`config.mk`:
```
export PLATFORM = sky130hd
export DESIGN_NAME = lsu_mem_adapter
export DESIGN_NICKNAME = d
export VERILOG_FILES = /design/src/rtl/lsu_mem_adapter.sv
export SDC_FILE = /design/constraint.sdc
export NUM_CORES = 1
export LEC_CHECK = 0
export BUFFER_PORTS_ARGS = -buffer_cell sky130_fd_sc_hd__buf_2
export CAP_MARGIN = 20
export CORE_UTILIZATION = 49
export CTS_CLUSTER_DIAMETER = 100
export DETAILED_ROUTE_END_ITERATION = 10
export PLACE_DENSITY_LB_ADDON = 0.05
export SLEW_MARGIN = 5
export SYNTH_ARGS = -nofsm -noshare
export SYNTH_HDL_FRONTEND = slang
export SYNTH_SLANG_ARGS = --single-unit
```
`constraint.sdc`:
```
create_clock -name clk -period 4.47 [get_ports clk]
set_input_delay 0.2235 -clock clk [delete_from_list [all_inputs] [get_ports clk]]
set_output_delay 0.2235 -clock clk [all_outputs]
set_load 0.005 [all_outputs]
```
`src/rtl/lsu_mem_adapter.sv`:
```
// Single-outstanding load/store adapter from the LSU to a req/ready memory bus.
// Handles lane placement, load extraction/extension, alignment checks and a bus watchdog.
module lsu_mem_adapter #(
  parameter int ADDR_WIDTH     = 32,
  parameter int DATA_WIDTH     = 32,
  parameter int TIMEOUT_CYCLES = 256
) (
  input  logic                  clk,
  input  logic                  rst,
  input  logic                  lsu_valid,
  output logic                  lsu_ready,
  input  logic                  lsu_we,
  input  logic [ADDR_WIDTH-1:0] lsu_addr,
  input  logic [31:0]           lsu_wdata,
  input  logic [1:0]            lsu_size,
  input  logic                  lsu_unsigned,
  output logic                  lsu_rsp_valid,
  output logic [31:0]           lsu_rdata,
  output logic                  lsu_err,
  output logic [1:0]            lsu_err_code,
  output logic                  mem_req,
  output logic                  mem_we,
  output logic [ADDR_WIDTH-1:0] mem_addr,
  output logic [DATA_WIDTH-1:0] mem_wdata,
  output logic [3:0]            mem_be,
  input  logic [DATA_WIDTH-1:0] mem_rdata,
  input  logic                  mem_ready
);

  if (DATA_WIDTH != 32) begin : g_bad_width
    $error("lsu_mem_adapter supports DATA_WIDTH = 32 only");
  end

  typedef enum logic [1:0] {IDLE, BUSY, RESP} state_t;

  localparam int              CNT_W    = (TIMEOUT_CYCLES > 1) ? $clog2(TIMEOUT_CYCLES) : 1;
  localparam logic [CNT_W-1:0] CNT_LAST = CNT_W'((TIMEOUT_CYCLES > 0) ? TIMEOUT_CYCLES - 1 : 0);
  localparam bit              WD_EN    = (TIMEOUT_CYCLES > 0);

  localparam logic [1:0] ERR_NONE     = 2'b00;
  localparam logic [1:0] ERR_MISALIGN = 2'b01;
  localparam logic [1:0] ERR_SIZE     = 2'b10;
  localparam logic [1:0] ERR_TIMEOUT  = 2'b11;

  state_t           state;
  logic [1:0]       off_q;
  logic [1:0]       size_q;
  logic             uns_q;
  logic [CNT_W-1:0] cnt;

  logic        misaligned;
  logic        timeout_hit;
  logic [3:0]  be_lane;
  logic [31:0] wdata_lane;
  logic [31:0] shifted;
  logic [31:0] load_data;

  assign lsu_ready   = (state == IDLE);
  assign misaligned  = ((lsu_size == 2'b01) && lsu_addr[0]) ||
                       ((lsu_size == 2'b10) && (lsu_addr[1:0] != 2'b00));
  assign timeout_hit = WD_EN && (cnt == CNT_LAST);

  // NOTE: every always_comb output gets a default first so no path can infer a latch.
  always_comb begin
    be_lane    = 4'b1111;
    wdata_lane = lsu_wdata;
    case (lsu_size)
      2'b00: begin
        be_lane    = 4'b0001 << lsu_addr[1:0];
        wdata_lane = {4{lsu_wdata[7:0]}};
      end
      2'b01: begin
        be_lane    = 4'b0011 << lsu_addr[1:0];
        wdata_lane = {2{lsu_wdata[15:0]}};
      end
      default: ;
    endcase
    if (!lsu_we) wdata_lane = '0;
  end

  // Load data arrives on its natural lanes; right-justify, then extend.
  always_comb begin
    shifted   = mem_rdata >> {off_q, 3'b000};
    load_data = shifted;
    case (size_q)
      2'b00:   load_data = {{24{~uns_q & shifted[7]}},  shifted[7:0]};
      2'b01:   load_data = {{16{~uns_q & shifted[15]}}, shifted[15:0]};
      default: ;
    endcase
  end

  // NOTE: sequential state uses non-blocking assignments so every register samples pre-edge values.
  always_ff @(posedge clk or posedge rst) begin
    if (rst) begin
      state         <= IDLE;
      lsu_rsp_valid <= 1'b0;
      lsu_rdata     <= '0;
      lsu_err       <= 1'b0;
      lsu_err_code  <= ERR_NONE;
      mem_req       <= 1'b0;
      mem_we        <= 1'b0;
      mem_addr      <= '0;
      mem_wdata     <= '0;
      mem_be        <= '0;
      off_q         <= '0;
      size_q        <= '0;
      uns_q         <= 1'b0;
      cnt           <= '0;
    end else begin
      lsu_rsp_valid <= 1'b0;
      lsu_rdata     <= '0;
      lsu_err       <= 1'b0;
      lsu_err_code  <= ERR_NONE;
      case (state)
        IDLE: begin
          if (lsu_valid) begin
            if (lsu_size == 2'b11) begin
              state         <= RESP;
              lsu_rsp_valid <= 1'b1;
              lsu_err       <= 1'b1;
              lsu_err_code  <= ERR_SIZE;
            end else if (misaligned) begin
              state         <= RESP;
              lsu_rsp_valid <= 1'b1;
              lsu_err       <= 1'b1;
              lsu_err_code  <= ERR_MISALIGN;
            end else begin
              state     <= BUSY;
              mem_req   <= 1'b1;
              mem_we    <= lsu_we;
              mem_addr  <= {lsu_addr[ADDR_WIDTH-1:2], 2'b00};
              mem_wdata <= wdata_lane;
              mem_be    <= be_lane;
              off_q     <= lsu_addr[1:0];
              size_q    <= lsu_size;
              uns_q     <= lsu_unsigned;
              cnt       <= '0;
            end
          end
        end
        BUSY: begin
          // A ready in the same cycle as the final watchdog count completes normally.
          if (mem_ready || timeout_hit) begin
            state         <= RESP;
            mem_req       <= 1'b0;
            mem_we        <= 1'b0;
            mem_addr      <= '0;
            mem_wdata     <= '0;
            mem_be        <= '0;
            lsu_rsp_valid <= 1'b1;
            if (mem_ready) begin
              lsu_rdata <= mem_we ? 32'd0 : load_data;
            end else begin
              lsu_err      <= 1'b1;
              lsu_err_code <= ERR_TIMEOUT;
            end
          end else begin
            cnt <= cnt + 1'b1;
          end
        end
        RESP:    state <= IDLE;
        default: state <= IDLE;
      endcase
    end
  end

endmodule

```
==> impl_metrics.env, run 1 <==
export IMPL_vias_per_cell=5.36
export IMPL_setup_viol=0
export IMPL_tns_ns=0
export IMPL_die_area_sq_um=11100
export IMPL_rows=37
export IMPL_totalWireLength_microns=14300
export IMPL_fill_cells=767
export IMPL_cts_sinks=119
export IMPL_pin_count=211
export IMPL_coreArea_sq_um=10400
export IMPL_drc_errors=0
export IMPL_synth_top_area_share=0.566
export IMPL_pwr_density_cell_nw_per_um2=485
export IMPL_ys_top_cells_by_count="dfrtp_1 (119), a22o_1 (48), mux2i_1 (41)"
export IMPL_synth_area_per_cell_sq_um=11.7
export IMPL_worst_slew_pin_transition_ns=1.06
export IMPL_max_clock_freq_ghz=0.392
export IMPL_start_util=0.507
export IMPL_grt_max_degree=91
export IMPL_numCtsBuffers=17
export IMPL_die_x_microns=106
export IMPL_yosys_register_bits=119
export IMPL_r2r_start="off_q[1]"
export IMPL_cts_tree="built"
export IMPL_vias=4607
export IMPL_status="finished clean"
export IMPL_timing_final_ws_setup_ns=1.92
export IMPL_pwr_share_comb=0.244
export IMPL_globalplace_congestion=0.788
export IMPL_instances_no_fill=860
export IMPL_yosysTopAreaCell="dfrtp_1"
export IMPL_synth_edf_count=0
export IMPL_hp_start="lsu_wdata[14]"
export IMPL_overflow=0
export IMPL_worstSkewPairLatency_ns=0.51
export IMPL_synth_area_leaders="dfrtp_1 (57%), a22o_1 (8.0%), mux2i_1 (7.8%)"
export IMPL_postRouteAntennaNets=0
export IMPL_power_frac_clock=0.357
export IMPL_areaGrowthSynthToFinish_pct=43.7
export IMPL_grt_first_pass_wirelength_microns=22700
export IMPL_synthesis_area_sq_um=5260
export IMPL_clk_path_buf_depth=2
export IMPL_htree_levels=4
export IMPL_firstDrtPassIters=5
export IMPL_rsz0062_at_grt="no"
export IMPL_place_hpwl_microns=9350
export IMPL_grt_antenna_before_repair=0
export IMPL_final_layout_size_suffix_gt1_frac=0.349
export IMPL_cp_max_fo=28
export IMPL_min_path_type="primary input to flip-flop"
export IMPL_grt_pass1_vias=4519
export IMPL_post_place_ws_ns=1.71
export IMPL_io_buffers=208
export IMPL_yosysMostFrequentCell="dfrtp_1"
export IMPL_arrival_ns=2.89
export IMPL_ys_dominant_reg_cell="dfrtp_1"
export IMPL_period_needed_ns=2.55
export IMPL_maxCapViolations=0
export IMPL_yosys_warnings=0
export IMPL_p_sw_w=0.00109
export IMPL_start_kind="flip-flop"
export IMPL_end_kind="flip-flop"
export IMPL_crit_required_ns=4.81
export IMPL_p_seq_frac=0.398
export IMPL_maxSlewViolCount=0
export IMPL_drt_iter0_drc=340
export IMPL_crit_type="flip-flop to flip-flop"
export IMPL_cts_root_buf="clkbuf_8"
export IMPL_yosysSeqAreaShare=0.566
export IMPL_skew_ns=0.00452
export IMPL_switching_share=0.299
export IMPL_grt_usage=0.264
export IMPL_finalHoldViolCount=0
export IMPL_dp_cells=763
export IMPL_postSynth_asyncResetShare=1.00
export IMPL_startpoint="off_q[1]"
export IMPL_n_antenna_cell=0
export IMPL_fin_crit_sh=0.571
export IMPL_synth_cell_types=48
export IMPL_clk_pin_slew_worst_paths_ns=0.06
export IMPL_vdd_drop_max_mv=0.305
export IMPL_intPower_w=0.00257
export IMPL_layout_nets=816
export IMPL_synthCells=451
export IMPL_cellLeakagePower_nw=4.00
export IMPL_max_slew_margin=0.294
export IMPL_routedWlPerCell_microns=16.6
export IMPL_die_h_microns=106
final cells by class:
| class | instances | area (sq um) | share of cell area |
|---|---|---|---|
| flip-flops and latches | 119 | 2980 | 0.394 |
| multi-input cells | 294 | 2080 | 0.275 |
| repair buffers | 277 | 1740 | 0.230 |
| clock buffers | 18 | 428 | 0.0567 |
| well taps | 136 | 170 | 0.0225 |
| clock inverters | 14 | 150 | 0.0199 |
| inverters | 2 | 10.0 | 0.00133 |
repair_timing:
action,CTS,global route
hold buffers,63,1
gates resized for setup,0,0
buffers inserted,0,0
endpoints found under the hold margin,63,20
routing by layer:
layer | track usage | share of wire | vias up
met2 | 0.403 | 0.46 | 193
li1 | - | - | 2180
met4 | 0.0972 | 0.020 | 0
met1 | 0.366 | 0.46 | 2209
met5 | 0 | 0 | -
met3 | 0.0668 | 0.066 | 25
logic make-up after synthesis:
family                     share of synthesized area
AOI/OAI and AO/OA                              0.208
xor gates and xnor gates                     0.00833
adders and majority gates                    0.00238
buffers and inverters                         0.0405
DFF                                            0.566
muxes                                         0.0802
other                                       0.000713
and+or+nand+nor                               0.0933
power groups by stage:
stage | sequential [W] | clock [W] | combinational [W]
after CTS | 0.00145 | 0.00133 | 0.000888
after floorplan | 0.00145 | 0 | 0.000509
after detailed placement | 0.00147 | 0 | 0.000840
after global routing | 0.00149 | 0.00139 | 0.000985
after global placement | 0.00147 | 0 | 0.000824
final | 0.00146 | 0.00131 | 0.000894
worst max-delay path, cell delays in order, from the launching register on:
cell and delay (ns):
dfrtp_1 1.00, mux2i_1 0.35, o21ai_0 0.16, o21ai_0 0.64, o21ai_0 0.23
metrics by stage:
| stage | util | cell area [sq um] | hold slack, ns | power [W] |
|---|---|---|---|---|
| 6_report | 0.728 | 7550 | 0.0259 | 0.00366 |
| 5_1_grt | 0.728 | 7550 | 0.0228 | 0.00386 |
| 3_5_place_dp | 0.608 | 6310 | 0.438 | 0.00231 |
| 4_1_cts | 0.725 | 7520 | 0.00467 | 0.00367 |
| 2_1_floorplan | - | 5260 | 0.329 | 0.00196 |
| 3_3_place_gp | 0.608 | 6310 | 0.431 | 0.00229 |
placed cells by master (no fill, tap or decap), types with 4 or more instances in the layout:
| master | n |
|---|---|
| a211oi_1 | 14 |
| a21o_1 | 10 |
| a21oi_1 | 11 |
| a22o_1 | 48 |
| and2_1 | 8 |
| buf_2 | 208 |
| buf_4 | 4 |
| clkbuf_16 | 16 |
| clkinv_4 | 4 |
| dfrtp_1 | 119 |
| dlygate4sd3_1 | 64 |
| mux2i_1 | 41 |
| nand2_1 | 34 |
| nand3_1 | 6 |
| nor2_1 | 18 |
| nor2b_1 | 10 |
| o21ai_0 | 32 |
| o2bb2ai_1 | 18 |
final timing paths:
path | end | slack, ns | depth (start not counted)
worst max register to register | lsu_rdata[19] | 1.92 | 4
worst min-delay path | mem_wdata[14] | 0.03 | 3
worst min register to register | mem_wdata[23] | 0.49 | 1
max in group asynchronous | mem_wdata[11] | 3.55 | 4
worst max-delay path | lsu_rdata[19] | 1.92 | 4
min in group asynchronous | lsu_rdata[13] | 0.21 | 3
state kept, by name, indices dropped and copies added, names as in the netlist:
signal	cells
lsu_err	1
lsu_err_code	2
mem_we	1
mem_req	1
mem_be	4
size_q	2
lsu_rdata	32
cnt	8
state	2
uns_q	1
lsu_rsp_valid	1
mem_addr	30
off_q	2
mem_wdata	32
Power figures use the tool's default switching activity.
==> run 2: changes to the inputs <==
--- a/config.mk
+++ b/config.mk
@@ -5,9 +5,10 @@
 export SDC_FILE = /design/constraint.sdc
 export NUM_CORES = 1
 export LEC_CHECK = 0
+export ABC_AREA = 1
 export BUFFER_PORTS_ARGS = -buffer_cell sky130_fd_sc_hd__buf_2
 export CAP_MARGIN = 20
-export CORE_UTILIZATION = 49
+export CORE_UTILIZATION = 50
 export CTS_CLUSTER_DIAMETER = 100
 export DETAILED_ROUTE_END_ITERATION = 10
 export PLACE_DENSITY_LB_ADDON = 0.05
==> constraint.sdc (replaced) <==
create_clock -name clk -period 2.53 [get_ports clk]
set_input_delay 0.1265 -clock clk [delete_from_list [all_inputs] [get_ports clk]]
set_output_delay 0.1265 -clock clk [all_outputs]
set_load 0.005 [all_outputs]
==> run 2 against run 1 <==
  * Worst setup slack lost 1.7 ns
  * Count of clock-buffer cells in the layout grew 2
  * Critical path type unchanged
  * Die area grew 5.2%
  * Largest power group unchanged
  * Non-clock buffer count shrank 12
==> impl_metrics.env, run 2 <==
export IMPL_grt_usage=0.289
export IMPL_cellLeakagePower_nw=4.47
export IMPL_n_antenna_cell=0
export IMPL_period_needed_ns=2.32
export IMPL_path_common_cell="o21ai_0"
export IMPL_rows=38
export IMPL_numCtsBuffers=17
export IMPL_vdd_drop_max_mv=0.497
export IMPL_grt_max_degree=120
export IMPL_postSynth_asyncResetShare=1.00
export IMPL_overflow=0
export IMPL_cts_root_buf="clkbuf_16"
export IMPL_maxCapViolations=0
export IMPL_r2r_start="off_q[0]"
export IMPL_synth_cell_types=31
export IMPL_cts_hold_buffers_added=47
export IMPL_cts_tree="built"
export IMPL_totalWireLength_microns=16400
export IMPL_pwr_density_cell_nw_per_um2=922
export IMPL_max_stage_delay_ns=0.67
export IMPL_layout_nets=1057
export IMPL_worstPathBufferInverterCount=3
export IMPL_die_h_microns=108
export IMPL_synth_edf_count=0
export IMPL_final_layout_size_suffix_gt1_frac=0.275
export IMPL_postRouteAntennaNets=0
export IMPL_reg2reg_to="lsu_rdata[4]"
export IMPL_areaGrowthSynthToFinish_pct=38.1
export IMPL_cts_resized_gates=0
export IMPL_p_seq_frac=0.381
export IMPL_status="finished clean"
export IMPL_maxSlewViolCount=0
export IMPL_start_kind="flip-flop"
export IMPL_max_slew_margin=0.597
export IMPL_cts_sinks=119
export IMPL_seq_area_sq_um=2980
export IMPL_r2r_cells=6
export IMPL_intPower_w=0.00472
export IMPL_pwr_share_comb=0.300
export IMPL_rsz0062_at_grt="no"
export IMPL_synth_area_leaders="dfrtp_1 (53%), nand2_1 (16%), nand3_1 (10%)"
export IMPL_mostFrequentLayoutCells="nand2_1 (238), buf_2 (208), dfrtp_1 (119)"
export IMPL_cp_max_fo=29
export IMPL_clk_path_buf_depth=2
export IMPL_finalHoldViolCount=0
export IMPL_drc_errors=0
export IMPL_worstSkewPairLatency_ns=0.42
export IMPL_synthesis_area_sq_um=5650
export IMPL_skew_ns=0.0128
export IMPL_synth_area_per_cell_sq_um=7.94
export IMPL_switching_share=0.344
export IMPL_vias=5826
export IMPL_crit_type="flip-flop to flip-flop"
export IMPL_worst_slew_pin_transition_ns=0.605
export IMPL_design_area_sq_um=7800
export IMPL_grt_antenna_before_repair=0
export IMPL_crit_end="lsu_rdata[4]"
export IMPL_top_regs="lsu_rdata: 32 flops, mem_wdata: 32 flops, mem_addr: 30 flops"
export IMPL_end_kind="flip-flop"
export IMPL_multi_input_area_sq_um=2300
export IMPL_yosysTopAreaCell="dfrtp_1"
export IMPL_synthCells=711
export IMPL_die_x_microns=108
export IMPL_yosys_warnings=0
export IMPL_globalplace_congestion=0.885
export IMPL_worst_path_dominant_cell_family="buffers and inverters"
export IMPL_grt_first_pass_wirelength_microns=26100
export IMPL_crit_required_ns=2.87
export IMPL_firstDrtPassIters=7
export IMPL_cts_setup_buffers=0
export IMPL_p_sw_w=0.00247
export IMPL_yosysMostFrequentCell="nand2_1"
export IMPL_max_clock_freq_ghz=0.430
export IMPL_fin_crit_sh=0.918
export IMPL_vias_per_cell=5.27
export IMPL_coreArea_sq_um=10900
export IMPL_drt_iter0_drc=406
export IMPL_tns_ns=0
export IMPL_yosys_register_bits=119
export IMPL_start_util=0.516
export IMPL_arrival_ns=2.67
export IMPL_fill_cells=873
export IMPL_routedWlPerCell_microns=14.8
export IMPL_die_area_sq_um=11700
export IMPL_synth_top_area_share=0.527
export IMPL_startpoint="off_q[0]"
export IMPL_power_frac_clock=0.319
export IMPL_min_path_type="primary input to flip-flop"
export IMPL_pin_count=211
export IMPL_setup_viol=0
export IMPL_place_area_sq_um=6760
export IMPL_htree_levels=4
export IMPL_ys_top_cells_by_count="nand2_1 (238), dfrtp_1 (119), nand3_1 (114)"
export IMPL_reg2reg_slack_ns=0.21
export IMPL_path_depth=6
export IMPL_place_hpwl_microns=10900
export IMPL_yosysSeqAreaShare=0.527
export IMPL_io_buffers=208
export IMPL_final_common_cell="nand2_1"
export IMPL_clk_pin_slew_worst_paths_ns=0.05
export IMPL_grt_pass1_vias=5628
export IMPL_cp_cell_sequence="inv_1 -> buf_4 -> o21ai_0 -> o21ai_0 -> a31oi_1 -> dlygate4sd3_1"
export IMPL_ys_dominant_reg_cell="dfrtp_1"
export IMPL_slowest_stage="dfrtp_1"
[run 2: cell count changes after synthesis, moves of 12 or more]
cell / change
a22o_1: -48
o2bb2ai_1: -18
a211oi_1: -14
a21oi_1: +12
inv_1: +34
nand3_1: +108
mux2i_1: -41
nor2_1: +29
nand2_1: +204
[run 2: power groups by stage]
stage	Sequential [W]	Clock (W)	Combinational (W)
5_1_grt	0.00280	0.00241	0.00243
6_report	0.00274	0.00229	0.00216
3_3_place_gp	0.00274	0	0.00203
4_1_cts	0.00273	0.00232	0.00215
3_5_place_dp	0.00275	0	0.00208
2_1_floorplan	0.00272	0	0.00125
[run 2: layout make-up]
type                    instances  area share
clock buffers                  20      0.0560
well taps                     140      0.0225
flip-flops and latches        119       0.382
multi-input cells             508       0.294
clock inverters                12      0.0167
inverters                      41      0.0202
repair buffers                265       0.208
[run 2: layer usage]
metal / part of all wire / track usage / routed length (microns)
met1: 0.40 / 0.345 / 6570
met2: 0.51 / 0.508 / 8400
met3: 0.066 / 0.0645 / 1080
met4: 0.020 / 0.109 / 326
met5: 0 / 0 / 0
[run 2: how the worst min path moves through the flow]
stage | from | endpoint | slack, ns | depth (start not counted)
2_1_floorplan | lsu_unsigned | uns_q | 0.24 | 2
3_3_place_gp | lsu_addr[29] | mem_addr[29] | 0.33 | 3
3_5_place_dp | lsu_addr[17] | mem_addr[17] | 0.33 | 3
4_1_cts | mem_rdata[6] | lsu_rdata[6] | 0.001 | 3
5_1_grt | mem_rdata[6] | lsu_rdata[6] | 0.01 | 3
6_report | mem_rdata[6] | lsu_rdata[6] | 0.004 | 3
[run 2: cell families after synthesis]
| logic type | after synthesis | share of synthesized area |
|---|---|---|
| and+or+nand+nor | 418 | 0.316 |
| DFF | 119 | 0.527 |
| AOI/OAI and AO/OA | 85 | 0.0815 |
| buffers and inverters | 85 | 0.0691 |
| xor gates and xnor gates | 2 | 0.00310 |
| adders and majority gates | 1 | 0.00222 |
| other | 1 | 0.000664 |
[run 2: stage by stage]
step	power, W	worst slack, ns	utilization	hold slack (ns)	instances
3_5_place_dp	0.00484	0.622	0.618	0.331	1026
5_1_grt	0.00764	0.0569	0.713	0.0141	1105
6_report	0.00719	0.207	0.713	0.00359	1105
4_1_cts	0.00721	0.296	0.713	0.00148	1105
3_3_place_gp	0.00477	0.667	0.618	0.328	1026
2_1_floorplan	0.00397	0.948	-	0.243	712
[run 2: worst min-delay path, stage by stage]
cell and delay, ns:
buf_2 0.10, nand2_1 0.05, a31oi_1 0.09
==> run 3: changes to the inputs <==
--- a/config.mk
+++ b/config.mk
@@ -8,7 +8,9 @@
 export ABC_AREA = 1
 export BUFFER_PORTS_ARGS = -buffer_cell sky130_fd_sc_hd__buf_2
 export CAP_MARGIN = 20
-export CORE_UTILIZATION = 50
+export CELL_PAD_IN_SITES_DETAIL_PLACEMENT = 1
+export CELL_PAD_IN_SITES_GLOBAL_PLACEMENT = 1
+export CORE_UTILIZATION = 35
 export CTS_CLUSTER_DIAMETER = 100
 export DETAILED_ROUTE_END_ITERATION = 10
 export PLACE_DENSITY_LB_ADDON = 0.05
==> run 3 against run 2 <==
  * Count of clock-buffer cells in the layout down 2
  * Non-clock buffer count rose by 3
  * Hold slack improved by 0.0075 ns
  * Sequential share of layout area fell by 0.75 points
  * Clock skew fell by 0.0042 ns
  * Critical path depth shrank 1
  * Worst setup slack better by 0.26 ns
  * Register-to-register slack better by 0.26 ns
  * First-iteration DRC count shrank 21%
  * Die area increased by 42%
  * Core utilization decreased by 21 points
  * Largest cell class unchanged
  * Largest power group unchanged
==> impl_metrics.env, run 3 (synthesized netlist as in run 2, its figures left out) <==
export IMPL_status="finished clean"
export IMPL_tns_ns=0
export IMPL_power_frac_clock=0.334
export IMPL_cellLeakagePower_nw=4.49
export IMPL_vias=5842
export IMPL_grt_pass1_vias=6176
export IMPL_vias_per_cell=4.93
export IMPL_max_clock_freq_ghz=0.485
export IMPL_rows=46
export IMPL_path_depth=5
export IMPL_end_kind="flip-flop"
export IMPL_intPower_w=0.00486
export IMPL_setup_viol=0
export IMPL_switching_share=0.350
export IMPL_power_total_w=0.00747
export IMPL_grt_max_degree=120
export IMPL_grt_first_pass_wirelength_microns=31000
export IMPL_coreArea_sq_um=15800
export IMPL_p_seq_frac=0.366
export IMPL_top_regs="lsu_rdata: 32 flops, mem_wdata: 32 flops, mem_addr: 30 flops"
export IMPL_vdd_drop_max_mv=0.508
export IMPL_clk_pin_slew_worst_paths_ns=0.06
export IMPL_slowest_stage="dfrtp_1"
export IMPL_start_kind="flip-flop"
export IMPL_areaGrowthSynthToFinish_pct=40.8
export IMPL_reg2reg_slack_ns=0.47
export IMPL_globalplace_congestion=0.793
export IMPL_maxSlewViolCount=0
export IMPL_io_buffers=208
export IMPL_totalWireLength_microns=19400
export IMPL_place_hpwl_microns=13300
export IMPL_whs_path_depth=3
export IMPL_cts_sinks=119
export IMPL_final_layout_size_suffix_gt1_frac=0.279
export IMPL_cts_setup_buffers=0
export IMPL_min_path_type="primary input to flip-flop"
export IMPL_firstDrtPassIters=4
export IMPL_start_util=0.357
export IMPL_worst_path_dominant_cell_family="buffers and inverters"
export IMPL_max_stage_delay_ns=0.70
export IMPL_crit_required_ns=2.83
export IMPL_final_common_cell="nand2_1"
export IMPL_p_sw_w=0.00262
export IMPL_r2r_cells=5
export IMPL_arrival_ns=2.36
export IMPL_grt_antenna_before_repair=0
export IMPL_pin_count=211
export IMPL_drc_errors=0
export IMPL_finalHoldViolCount=0
export IMPL_die_h_microns=129
export IMPL_cp_max_fo=30
export IMPL_worst_slew_pin_transition_ns=0.658
export IMPL_period_needed_ns=2.06
export IMPL_grt_usage=0.240
export IMPL_htree_levels=4
export IMPL_max_slew_margin=0.561
export IMPL_drt_iter0_drc=321
export IMPL_die_x_microns=129
export IMPL_pwr_share_comb=0.300
export IMPL_mostFrequentLayoutCells="nand2_1 (238), buf_2 (208), dfrtp_1 (119)"
export IMPL_clk_path_buf_depth=2
export IMPL_fin_crit_sh=0.815
export IMPL_crit_type="flip-flop to flip-flop"
export IMPL_postRouteAntennaNets=0
export IMPL_worstSkewPairLatency_ns=0.42
export IMPL_cp_cell_sequence="inv_1 -> buf_4 -> o21ai_0 -> a31oi_1 -> dlygate4sd3_1"
export IMPL_cts_tree="built"
export IMPL_maxCapViolations=0
export IMPL_die_area_sq_um=16600
export IMPL_worstPathBufferInverterCount=3
export IMPL_layout_nets=1060
export IMPL_routedWlPerCell_microns=16.4
export IMPL_pwr_density_cell_nw_per_um2=940
export IMPL_overflow=0
export IMPL_numCtsBuffers=17
export IMPL_rsz0062_at_grt="no"
export IMPL_n_antenna_cell=0
export IMPL_skew_ns=0.00866
export IMPL_cts_root_buf="clkbuf_16"
run 3: cell types whose count changed in the layout (fill, tap and decap cells not counted):
cell           change
buf_12             -1
inv_6              +2
clkinvlp_4         +4
clkbuf_8           +1
clkinv_4           -2
buf_4              +3
bufinv_16          +1
clkinv_2           -3
clkbuf_1           -3
dlygate4sd3_1      +1
run 3: path summary, 6_finish.rpt:
kind | from | end
worst max-delay path | off_q[1] | lsu_rdata[3]
worst min-delay path | lsu_wdata[3] | mem_wdata[3]
worst max register to register | off_q[1] | lsu_rdata[3]
worst min register to register | mem_addr[21] | mem_addr[21]
max in group asynchronous | rst | lsu_rdata[4]
min in group asynchronous | rst | lsu_rdata[11]
run 3: power by group through the flow:
stage / clock network, W / logic (W) / registers [W]
after floorplan: 0 / 0.00125 / 0.00272
after global placement: 0 / 0.00210 / 0.00273
after detailed placement: 0 / 0.00219 / 0.00276
after CTS: 0.00254 / 0.00226 / 0.00274
after global routing: 0.00262 / 0.00252 / 0.00280
final: 0.00250 / 0.00224 / 0.00274
run 3: worst register-to-register path, cell delays in order, from the launching register on:
cell and delay (ns):
dfrtp_1 0.70, inv_1 0.16, buf_4 0.27, o21ai_0 0.20, a31oi_1 0.05, dlygate4sd3_1 0.57
run 3: repair_timing:
| action | CTS | global route |
|---|---|---|
| hold endpoints to repair | 165 | 0 |
| gates resized for setup | 0 | 0 |
| hold buffers | 48 | 0 |
run 3: cell type report:
cell class	instances	area (sq um)
inverter	41	158
tap	216	270
timing repair buffer	268	1640
sequential	119	2980
clock inverter	14	175
fill	1988	7880
clock buffer	18	439
multi-input combinational	508	2300
run 3: stage by stage:
| stage | instances | cell area [sq um] | utilization | hold slack (ns) | setup slack, ns |
|---|---|---|---|---|---|
| after floorplan | 712 | 5650 | - | 0.243 | 0.948 |
| after global placement | 1104 | 6860 | 0.433 | 0.329 | 0.719 |
| after detailed placement | 1104 | 6860 | 0.433 | 0.337 | 0.643 |
| after CTS | 1184 | 7950 | 0.502 | 0.000878 | 0.482 |
| after global routing | 1184 | 7950 | 0.502 | 0.0144 | 0.296 |
| final | 1184 | 7950 | 0.502 | 0.0111 | 0.469 |
run 3: layer usage:
metal / global-route usage / part of all wire / wire length, microns
met1: 0.295 / 0.43 / 8420
met2: 0.416 / 0.49 / 9610
met3: 0.0508 / 0.052 / 1010
met4: 0.0879 / 0.019 / 371
met5: 0 / 0 / 0
